File: src/rtl/scr1_tapc_pkg.sv
// Shared TAP controller types: 1149.1 state encoding, DR select indices and next-state rule.
package scr1_tapc_pkg;

  typedef enum logic [3:0] {
    TapTestLogicReset,
    TapRunTestIdle,
    TapSelectDrScan,
    TapCaptureDr,
    TapShiftDr,
    TapExit1Dr,
    TapPauseDr,
    TapExit2Dr,
    TapUpdateDr,
    TapSelectIrScan,
    TapCaptureIr,
    TapShiftIr,
    TapExit1Ir,
    TapPauseIr,
    TapExit2Ir,
    TapUpdateIr
  } tap_state_e;

  localparam int unsigned DrBypass = 0;
  localparam int unsigned DrIdcode = 1;
  localparam int unsigned DrDtmcs  = 2;
  localparam int unsigned DrDmi    = 3;

  function automatic tap_state_e tap_next(input tap_state_e s, input logic tms);
    unique case (s)
      TapTestLogicReset: tap_next = tms ? TapTestLogicReset : TapRunTestIdle;
      TapRunTestIdle:    tap_next = tms ? TapSelectDrScan   : TapRunTestIdle;
      TapSelectDrScan:   tap_next = tms ? TapSelectIrScan   : TapCaptureDr;
      TapCaptureDr:      tap_next = tms ? TapExit1Dr        : TapShiftDr;
      TapShiftDr:        tap_next = tms ? TapExit1Dr        : TapShiftDr;
      TapExit1Dr:        tap_next = tms ? TapUpdateDr       : TapPauseDr;
      TapPauseDr:        tap_next = tms ? TapExit2Dr        : TapPauseDr;
      TapExit2Dr:        tap_next = tms ? TapUpdateDr       : TapShiftDr;
      TapUpdateDr:       tap_next = tms ? TapSelectDrScan   : TapRunTestIdle;
      TapSelectIrScan:   tap_next = tms ? TapTestLogicReset : TapCaptureIr;
      TapCaptureIr:      tap_next = tms ? TapExit1Ir        : TapShiftIr;
      TapShiftIr:        tap_next = tms ? TapExit1Ir        : TapShiftIr;
      TapExit1Ir:        tap_next = tms ? TapUpdateIr       : TapPauseIr;
      TapPauseIr:        tap_next = tms ? TapExit2Ir        : TapPauseIr;
      TapExit2Ir:        tap_next = tms ? TapUpdateIr       : TapShiftIr;
      TapUpdateIr:       tap_next = tms ? TapSelectDrScan   : TapRunTestIdle;
      default:           tap_next = TapTestLogicReset;
    endcase
  endfunction

endpackage

File: src/rtl/scr1_tapc_ir_reg.sv
// Instruction register: capture/shift chain plus the parallel IR updated from it.
module scr1_tapc_ir_reg #(
  parameter int unsigned           Width    = 5,
  parameter logic [Width-1:0]      ResetVal = Width'(1)
) (
  input  logic             clk,
  input  logic             rst,
  input  logic             tdi,
  input  logic             capture,
  input  logic             shift,
  input  logic             update,
  input  logic             tlr_load,
  output logic             ir_shift_lsb,
  output logic [Width-1:0] ir
);

  localparam logic [Width-1:0] CaptureVal = Width'(2'b01);

  logic [Width-1:0] ir_shift;

  always_ff @(posedge clk) begin
    if (rst) begin
      ir_shift <= '0;
      ir       <= ResetVal;
    end else begin
      if (capture) begin
        ir_shift <= CaptureVal;
      end else if (shift) begin
        ir_shift <= {tdi, ir_shift[Width-1:1]};
      end
      // Entering Test-Logic-Reset wins; Update-IR can never lead there directly anyway.
      if (tlr_load) begin
        ir <= ResetVal;
      end else if (update) begin
        ir <= ir_shift;
      end
    end
  end

  assign ir_shift_lsb = ir_shift[0];

endmodule

File: src/rtl/scr1_tapc_fsm_ctrl.sv
// TAP controller: 1149.1 state machine, IR, DR select decode and TDO mux.
module scr1_tapc_fsm_ctrl
  import scr1_tapc_pkg::*;
#(
  parameter int unsigned                SCR1_IR_WIDTH  = 5,
  parameter logic [SCR1_IR_WIDTH-1:0]   SCR1_IR_IDCODE = 5'h01,
  parameter logic [SCR1_IR_WIDTH-1:0]   SCR1_IR_DTMCS  = 5'h10,
  parameter logic [SCR1_IR_WIDTH-1:0]   SCR1_IR_DMI    = 5'h11,
  parameter logic [SCR1_IR_WIDTH-1:0]   SCR1_IR_BYPASS = 5'h1F
) (
  input  logic                     clk,
  input  logic                     rst,
  input  logic                     tms,
  input  logic                     tdi,
  input  logic [3:0]               dr_tdo,
  output logic [3:0]               fsm_dr_select,
  output logic                     fsm_dr_capture,
  output logic                     fsm_dr_shift,
  output logic                     fsm_dr_update,
  output logic                     tap_rst_n,
  output logic                     tdo,
  output logic                     tdo_en,
  output logic [SCR1_IR_WIDTH-1:0] ir
);

  tap_state_e state;
  tap_state_e state_next;
  logic       ir_shift_lsb;
  logic [1:0] dr_idx;

  always_comb state_next = tap_next(state, tms);

  always_ff @(posedge clk) begin
    if (rst) begin
      state <= TapTestLogicReset;
    end else begin
      state <= state_next;
    end
  end

  scr1_tapc_ir_reg #(
    .Width    (SCR1_IR_WIDTH),
    .ResetVal (SCR1_IR_IDCODE)
  ) u_ir_reg (
    .clk          (clk),
    .rst          (rst),
    .tdi          (tdi),
    .capture      (state == TapCaptureIr),
    .shift        (state == TapShiftIr),
    .update       (state == TapUpdateIr),
    .tlr_load     (state_next == TapTestLogicReset),
    .ir_shift_lsb (ir_shift_lsb),
    .ir           (ir)
  );

  assign fsm_dr_capture = (state == TapCaptureDr);
  assign fsm_dr_shift   = (state == TapShiftDr);
  assign fsm_dr_update  = (state == TapUpdateDr);
  assign tap_rst_n      = (state != TapTestLogicReset);
  assign tdo_en         = (state == TapShiftDr) || (state == TapShiftIr);

  // Any opcode not explicitly decoded falls back to BYPASS.
  always_comb begin
    if (ir == SCR1_IR_IDCODE) begin
      dr_idx = 2'(DrIdcode);
    end else if (ir == SCR1_IR_DTMCS) begin
      dr_idx = 2'(DrDtmcs);
    end else if (ir == SCR1_IR_DMI) begin
      dr_idx = 2'(DrDmi);
    end else if (ir == SCR1_IR_BYPASS) begin
      dr_idx = 2'(DrBypass);
    end else begin
      dr_idx = 2'(DrBypass);
    end
  end

  always_comb begin
    fsm_dr_select         = '0;
    fsm_dr_select[dr_idx] = 1'b1;
  end

  always_comb begin
    tdo = 1'b0;
    if (state == TapShiftIr) begin
      tdo = ir_shift_lsb;
    end else if (state == TapShiftDr) begin
      tdo = dr_tdo[dr_idx];
    end
  end

endmodule

File: config.mk
export PLATFORM = sky130hd
export DESIGN_NAME = scr1_tapc_fsm_ctrl
export DESIGN_NICKNAME = d
export VERILOG_FILES = /design/src/rtl/scr1_tapc_pkg.sv /design/src/rtl/scr1_tapc_ir_reg.sv /design/src/rtl/scr1_tapc_fsm_ctrl.sv
export SDC_FILE = /design/constraint.sdc
export NUM_CORES = 1
export LEC_CHECK = 0
export BUFFER_PORTS_ARGS = -buffer_cell sky130_fd_sc_hd__buf_2
export CELL_PAD_IN_SITES_DETAIL_PLACEMENT = 0
export CELL_PAD_IN_SITES_GLOBAL_PLACEMENT = 1
export CORE_MARGIN = 3
export CORE_UTILIZATION = 33
export DETAILED_ROUTE_END_ITERATION = 7
export PLACE_DENSITY_LB_ADDON = 0.1
export SETUP_SLACK_MARGIN = 0.15
export SLEW_MARGIN = 10
export SYNTH_ARGS = -nofsm -noshare
export SYNTH_HDL_FRONTEND = slang
export SYNTH_HIERARCHICAL = 1
export SYNTH_SLANG_ARGS = --single-unit
File: constraint.sdc
create_clock -name clk -period 1.4 [get_ports clk]
set_clock_uncertainty 0.05 [all_clocks]
set_input_delay 0.28 -clock clk [delete_from_list [all_inputs] [get_ports clk]]
set_output_delay 0.28 -clock clk [all_outputs]
set_load 0.02 [all_outputs]
# Word level (Yosys, flattened, before mapping)
# Index checks and enable logic that the tools add are counted.
classes:
  muxes: 24
  n_eq_ne: 18
  addsub: 0
  n_lt_le_gt_ge: 2
  n_reduce_logical: 11
  shifts: 0
  n_div: 0
  n_bitwise: 0
  multipliers: 0
op_table:
  columns: ["operator", "count"]
  rows:
  - ["$pmux 4 s12", 1]
  - ["$eq 4x4->1 const B", 8]
  - ["$eq 4x3->1 const B", 4]
  - ["$mux 4", 4]
  - ["$mux 2", 6]
  - ["$eq 5x5->1 const B", 2]
  - ["$mux 1", 9]
  - ["$eq 4x2->1 const B", 2]
  - ["$logic_not 4->1", 2]
  - ["$reduce_or 2->1", 4]
  - ["$mux 3", 2]
  - ["$eq 5x1->1 const B", 1]
  - ["$eq 4x1->1 const B", 1]
  - ["$reduce_bool 4->1", 1]
  - ["$lt 2x3->1 const B", 1]
  - ["$reduce_or 3->1", 1]
  - ["$bmux 1 s2", 1]
  - ["$demux 1 s2", 1]
  - ["$ge 2x1->1 const B", 1]
  - ["$reduce_bool 2->1", 1]
  - ["$logic_and 1x1->1", 1]
  - ["$logic_or 1x1->1", 1]
totals:
  latch_bits: 0
  memories: 0
  regBits: 14
  output_inout_bits: 15
  ramBits: 0
  rom_bits: 0
  input_bits: 8
  word_cells: 59

# Logic depth before layout (Yosys ltp)
depth:
  ltp_word: 8
  mapped_depth: 6
  ltp_nobuf: 4

# Modules after synthesis
# The synthesis kept the hierarchy.
by_module_without_submodules:
  columns: ["module", "seq_area_each_um2", "area_each_um2", "n_inst", "cells_each"]
  rows:
  - ["scr1_tapc_fsm_ctrl", 80.1, 456.7, 1, 68]
  - ["scr1_tapc_ir_reg", 200.2, 384.1, 1, 35]

# Worst setup path before layout
# No wires, ideal clock.
synth_path:
  path_type: "reg2out"
  startpoint: "register u_ir_reg.ir[1]"
  endpoint: "output tdo"
  path_stages_with_launch: 4
  arrival_time_ns: 1.315
  slack_ns: -0.245
  required_ns: 1.070
  n_path_buf: 0
  path_cell_list: "dfxtp_1 -> nor3_1 -> o22ai_1 -> o31ai_2"
synth_via:
  elab_chain_cells: 8
  word_cells_on_any_way: 10
  classes_between: "3 x eq/ne; 7 x mux"
synth_lines:
  columns: ["element", "line_no", "source"]
  rows:
  - ["start: declaration", "scr1_tapc_ir_reg.sv:14", "output logic [Width-1:0] ir"]
  - ["start signal: assignment", "scr1_tapc_ir_reg.sv:24", "ir <= ResetVal;"]
  - ["start signal: assignment", "scr1_tapc_ir_reg.sv:33", "ir <= ResetVal;"]
  - ["start signal: assignment", "scr1_tapc_ir_reg.sv:35", "ir <= ir_shift;"]
  - ["$eq 5x5->1", "scr1_tapc_fsm_ctrl.sv:68", "end else if (ir == SCR1_IR_DMI) begin"]
  - ["$mux 2", "scr1_tapc_fsm_ctrl.sv:68", null]
  - ["$mux 2", "scr1_tapc_fsm_ctrl.sv:66", "end else if (ir == SCR1_IR_DTMCS) begin"]
  - ["$mux 2 (*)", "scr1_tapc_fsm_ctrl.sv:64", "if (ir == SCR1_IR_IDCODE) begin"]
  - ["$bmux 1 s2 (*)", "scr1_tapc_fsm_ctrl.sv:87", "tdo = dr_tdo[dr_idx];"]
  - ["$mux 1 (not written as such) (*)", "scr1_tapc_fsm_ctrl.sv:87", null]
  - ["$mux 1 (*)", "scr1_tapc_fsm_ctrl.sv:86", "end else if (state == TapShiftDr) begin"]
  - ["$mux 1 (*)", "scr1_tapc_fsm_ctrl.sv:84", "if (state == TapShiftIr) begin"]
  - ["end: declaration", "scr1_tapc_fsm_ctrl.sv:21", "output logic tdo,"]
# Every way passes the cells marked *; elsewhere a longest branch is shown, timed or not. The select of a mux whose other input is x is not followed.

# Final worst setup path
layout_path:
  startpoint: "register state[3]"
  endpoint: "output tdo"
layout_via:
  elab_chain_cells: 3
  word_cells_on_any_way: 4
  classes_between: "2 x eq/ne; 2 x mux"
layout_lines:
  columns: ["element", "line_no", "source"]
  rows:
  - ["start: declaration", "scr1_tapc_fsm_ctrl.sv:26", "tap_state_e state;"]
  - ["start signal: assignment", "scr1_tapc_fsm_ctrl.sv:35", "state <= TapTestLogicReset;"]
  - ["start signal: assignment", "scr1_tapc_fsm_ctrl.sv:37", "state <= state_next;"]
  - ["$eq 4x3->1", "scr1_tapc_fsm_ctrl.sv:86", null]
  - ["$mux 1", "scr1_tapc_fsm_ctrl.sv:86", null]
  - ["$mux 1 (*)", "scr1_tapc_fsm_ctrl.sv:84", null]
# Every way passes the cells marked *; elsewhere a longest branch is shown, timed or not.

==> flow_summary.yaml <==
setup_path:
  cp_slowest_cell: "or4b_4"
  startpoint: "state[3]"
  critPathMaxFanout: 3
  r2r-start: "state[3]"
  path_class: "reg -> out"
  path_cells: "or4b_4 -> o31ai_4 -> buf_6"
  ff2ff_setup_slack_ns: -0.04
  arrival_ns: 1.49
  endpoint_kind: "output port"
  critPathRequiredTime_ns: 1.07
  startpoint_type: "flip-flop"
  cp_slowest_stage_delay_ns: 0.56
clocking:
  insertion_delay_ns: 0.28
  hold_buffers: 0
  clock-sinks: 14
  cts.clk_slew.worst_paths_ns: 0.08
  numCtsBuffers: 3
  cts_tree: "done"
  cts_buffer_depth: 2
  clock-root-buffer: "clkbuf_4"
  htree_levels: 1
status:
  status: "complete, but fails checks"
  violations: "setup timing"
floorplanning:
  fp-row-count: 17
  design.core.area_mm2: 0.002318
  fp.dieW_um: 56.48
  die_h_um: 56.48
  ios: 23
  dieArea_mm2: 0.003189
  initial_core_util_pct: 36.27
placement:
  dpl-instance-area_mm2: 0.001129
  place.port_buffers: 22
  place_congestion: 0.7481
  dp_cells: 163
  dpl.hpwl_mm: 1.530
yosys:
  ys_ff_latch: 14
  synth-edff-count: 0
  synth_cell_type_count: 36
  yosysWarnings: 6
  syn_inst: 103
  synthTopCellsByArea: "dfxtp_1, mux2i_1, nor3_1, nor2_1, a21oi_1"
  synth_ff_type: "dfxtp_1"
  synth_top_area_share_pct: 33.33
  yosysSeqAreaShare_pct: 33.33
  netlist_area_um2: 840.8
  synthArstFlopShare_pct: 0
  synth_nets: 111
  syn_avg_cell_area_um2: 8.163
  yosys.area.top_type: "dfxtp_1"
timing:
  maxSlewViolCount: 0
  rsz0062_at_grt: "yes"
  max-slew-margin-rel_pct: 81.02
  setup_viol: 11
  max_freq_ghz: 0.5480
  worst_pin_slew_ns: 0.2846
  postLayoutSetupSlackWorst_ns: -0.4247
  finalHoldViolations: 0
  whs_ns: 0.2624
  post-route-min-period_ns: 1.825
  post-route-period-util_pct: 130.3
detailed_routing:
  vias: 876
  drt_iter0_drc: 26
  ant_nets: 0
  first_pass_iters: 4
  via_per_inst: 5.034
  routed_wl_mm: 2.198
  drc: 0
  wl_per_cell_um: 12.63
cells_and_area:
  layout_common_cells: "buf_6, buf_4, buf_2, mux2i_1"
  nets: 155
  multi_input_area_um2: 595.6
  final_common_cell: "buf_6"
  stdcell_count: 174
  final-seq-area_um2: 294.0
  drive_gt1_share_pct: 54.79
  design_area_mm2: 0.001386
  layout-area-overhead-vs-synth_pct: 64.88
  layout.filler_cells: 209
  num_antenna_cells: 0
pwr:
  seq_power_share_pct: 41.3
  p_int_mw: 0.7276
  vdd_ir_drop_max_mv: 0.5332
  clkPwrFrac_pct: 27.8
  switching_share_pct: 28.17
  p_leak_nw: 0.5859
  power.density_mw_per_mm2: 730.7
  switchingPower_mw: 0.2854
  p_comb_share_pct: 30.9
grt:
  grt_max_degree: 17
  grt.total_usage_pct: 15.11
  grt_pass1_wl_mm: 3.739
  first_global_vias: 795
  grt_remaining_overflow: 0
  antenna_found_initial: 0
hold_path:
  hp-class: "in -> reg"
  worstHoldStart: "tdi"
job:
  maxCapViolations: 0
==> worst max-delay path: cells and delay by family, from the launching register on <==
kind	cells	cell delay (ns)
AOI/OAI and AO/OA	1	0.19
buffers and inverters	1	0.14
DFF	1	0.33
and+or+nand+nor	1	0.56
==> through the flow <==
stage | worst slack, ns | power [mW] | TNS [ns] | utilization [%]
3_3_place_gp | -0.1341 | 0.6490 | -0.2483 | 48.68
6_report | -0.4247 | 1.013 | -2.837 | 59.79
2_1_floorplan | -0.08325 | 0.5840 | -0.1395 | -
3_5_place_dp | -0.1425 | 0.6520 | -0.2822 | 48.68
5_1_grt | -0.4800 | 1.078 | -4.592 | 59.79
4_1_cts | -0.4300 | 1.012 | -2.873 | 56.66
==> registers in the layout (all words and copies together), names as in the netlist <==
signal and flops:
u_ir_reg/ir 5, u_ir_reg/ir_shift 5, state 4
==> kinds of logic after synthesis <==
family,count (synthesis),synth area share [%]
and+or+nand+nor,47,30.06
AOI/OAI and AO/OA,18,14.14
DFF,14,33.33
buffers and inverters,12,8.183
muxes,11,13.24
xor gates and xnor gates,1,1.042
==> synth_stat cells (2+ instances only) <==
master,n
buf_6,2
dfxtp_1,14
mux2i_1,10
buf_2,3
nor3_1,12
nand2b_1,2
a21oi_1,6
nor2_1,11
o21ai_0,3
nand3_1,2
nand2_1,7
inv_1,4
a211oi_1,2
nor2b_1,3
==> path summary, 6_finish.rpt <==
path	endpoint	cells after the start
worst min register to register	u_ir_reg/ir[0]	2
worst max-delay path	tdo	3
worst min-delay path	u_ir_reg/ir_shift[4]	3
worst max register to register	u_ir_reg/ir_shift[1]	6
==> area by class of cell <==
cell class	instances	share of cell area, %
clock buffer	4	2.617
inverter	4	1.083
multi-input combinational	77	42.96
sequential	14	21.21
tap	28	2.527
timing repair buffer	47	29.60
==> per-layer routing <==
layer  GRT usage [%]  vias to the layer above  routed length (um)
li1                -                      452                   -
met1           21.70                      399                1035
met2           21.29                       23                1023
met3           4.368                        2                 121
met4           5.085                        0                  17
met5               0                        -                   0
==> power groups by stage <==
stage               logic [mW]  clock network [mW]  registers (mW)
finish                   0.313               0.281           0.418
global route             0.339               0.319           0.421
CTS                      0.303               0.290           0.420
detailed placement       0.226                   0           0.426
global placement         0.224                   0           0.425
floorplan                0.153                   0           0.431
==> repair_timing <==
item / in CTS / in global routing
pin swaps: 6 / 3
resized for setup: 32 / 19
endpoints found under the setup margin: 25 / 29
buffers inserted: 6 / 1
No activity file was read; power rests on OpenSTA's default activity.
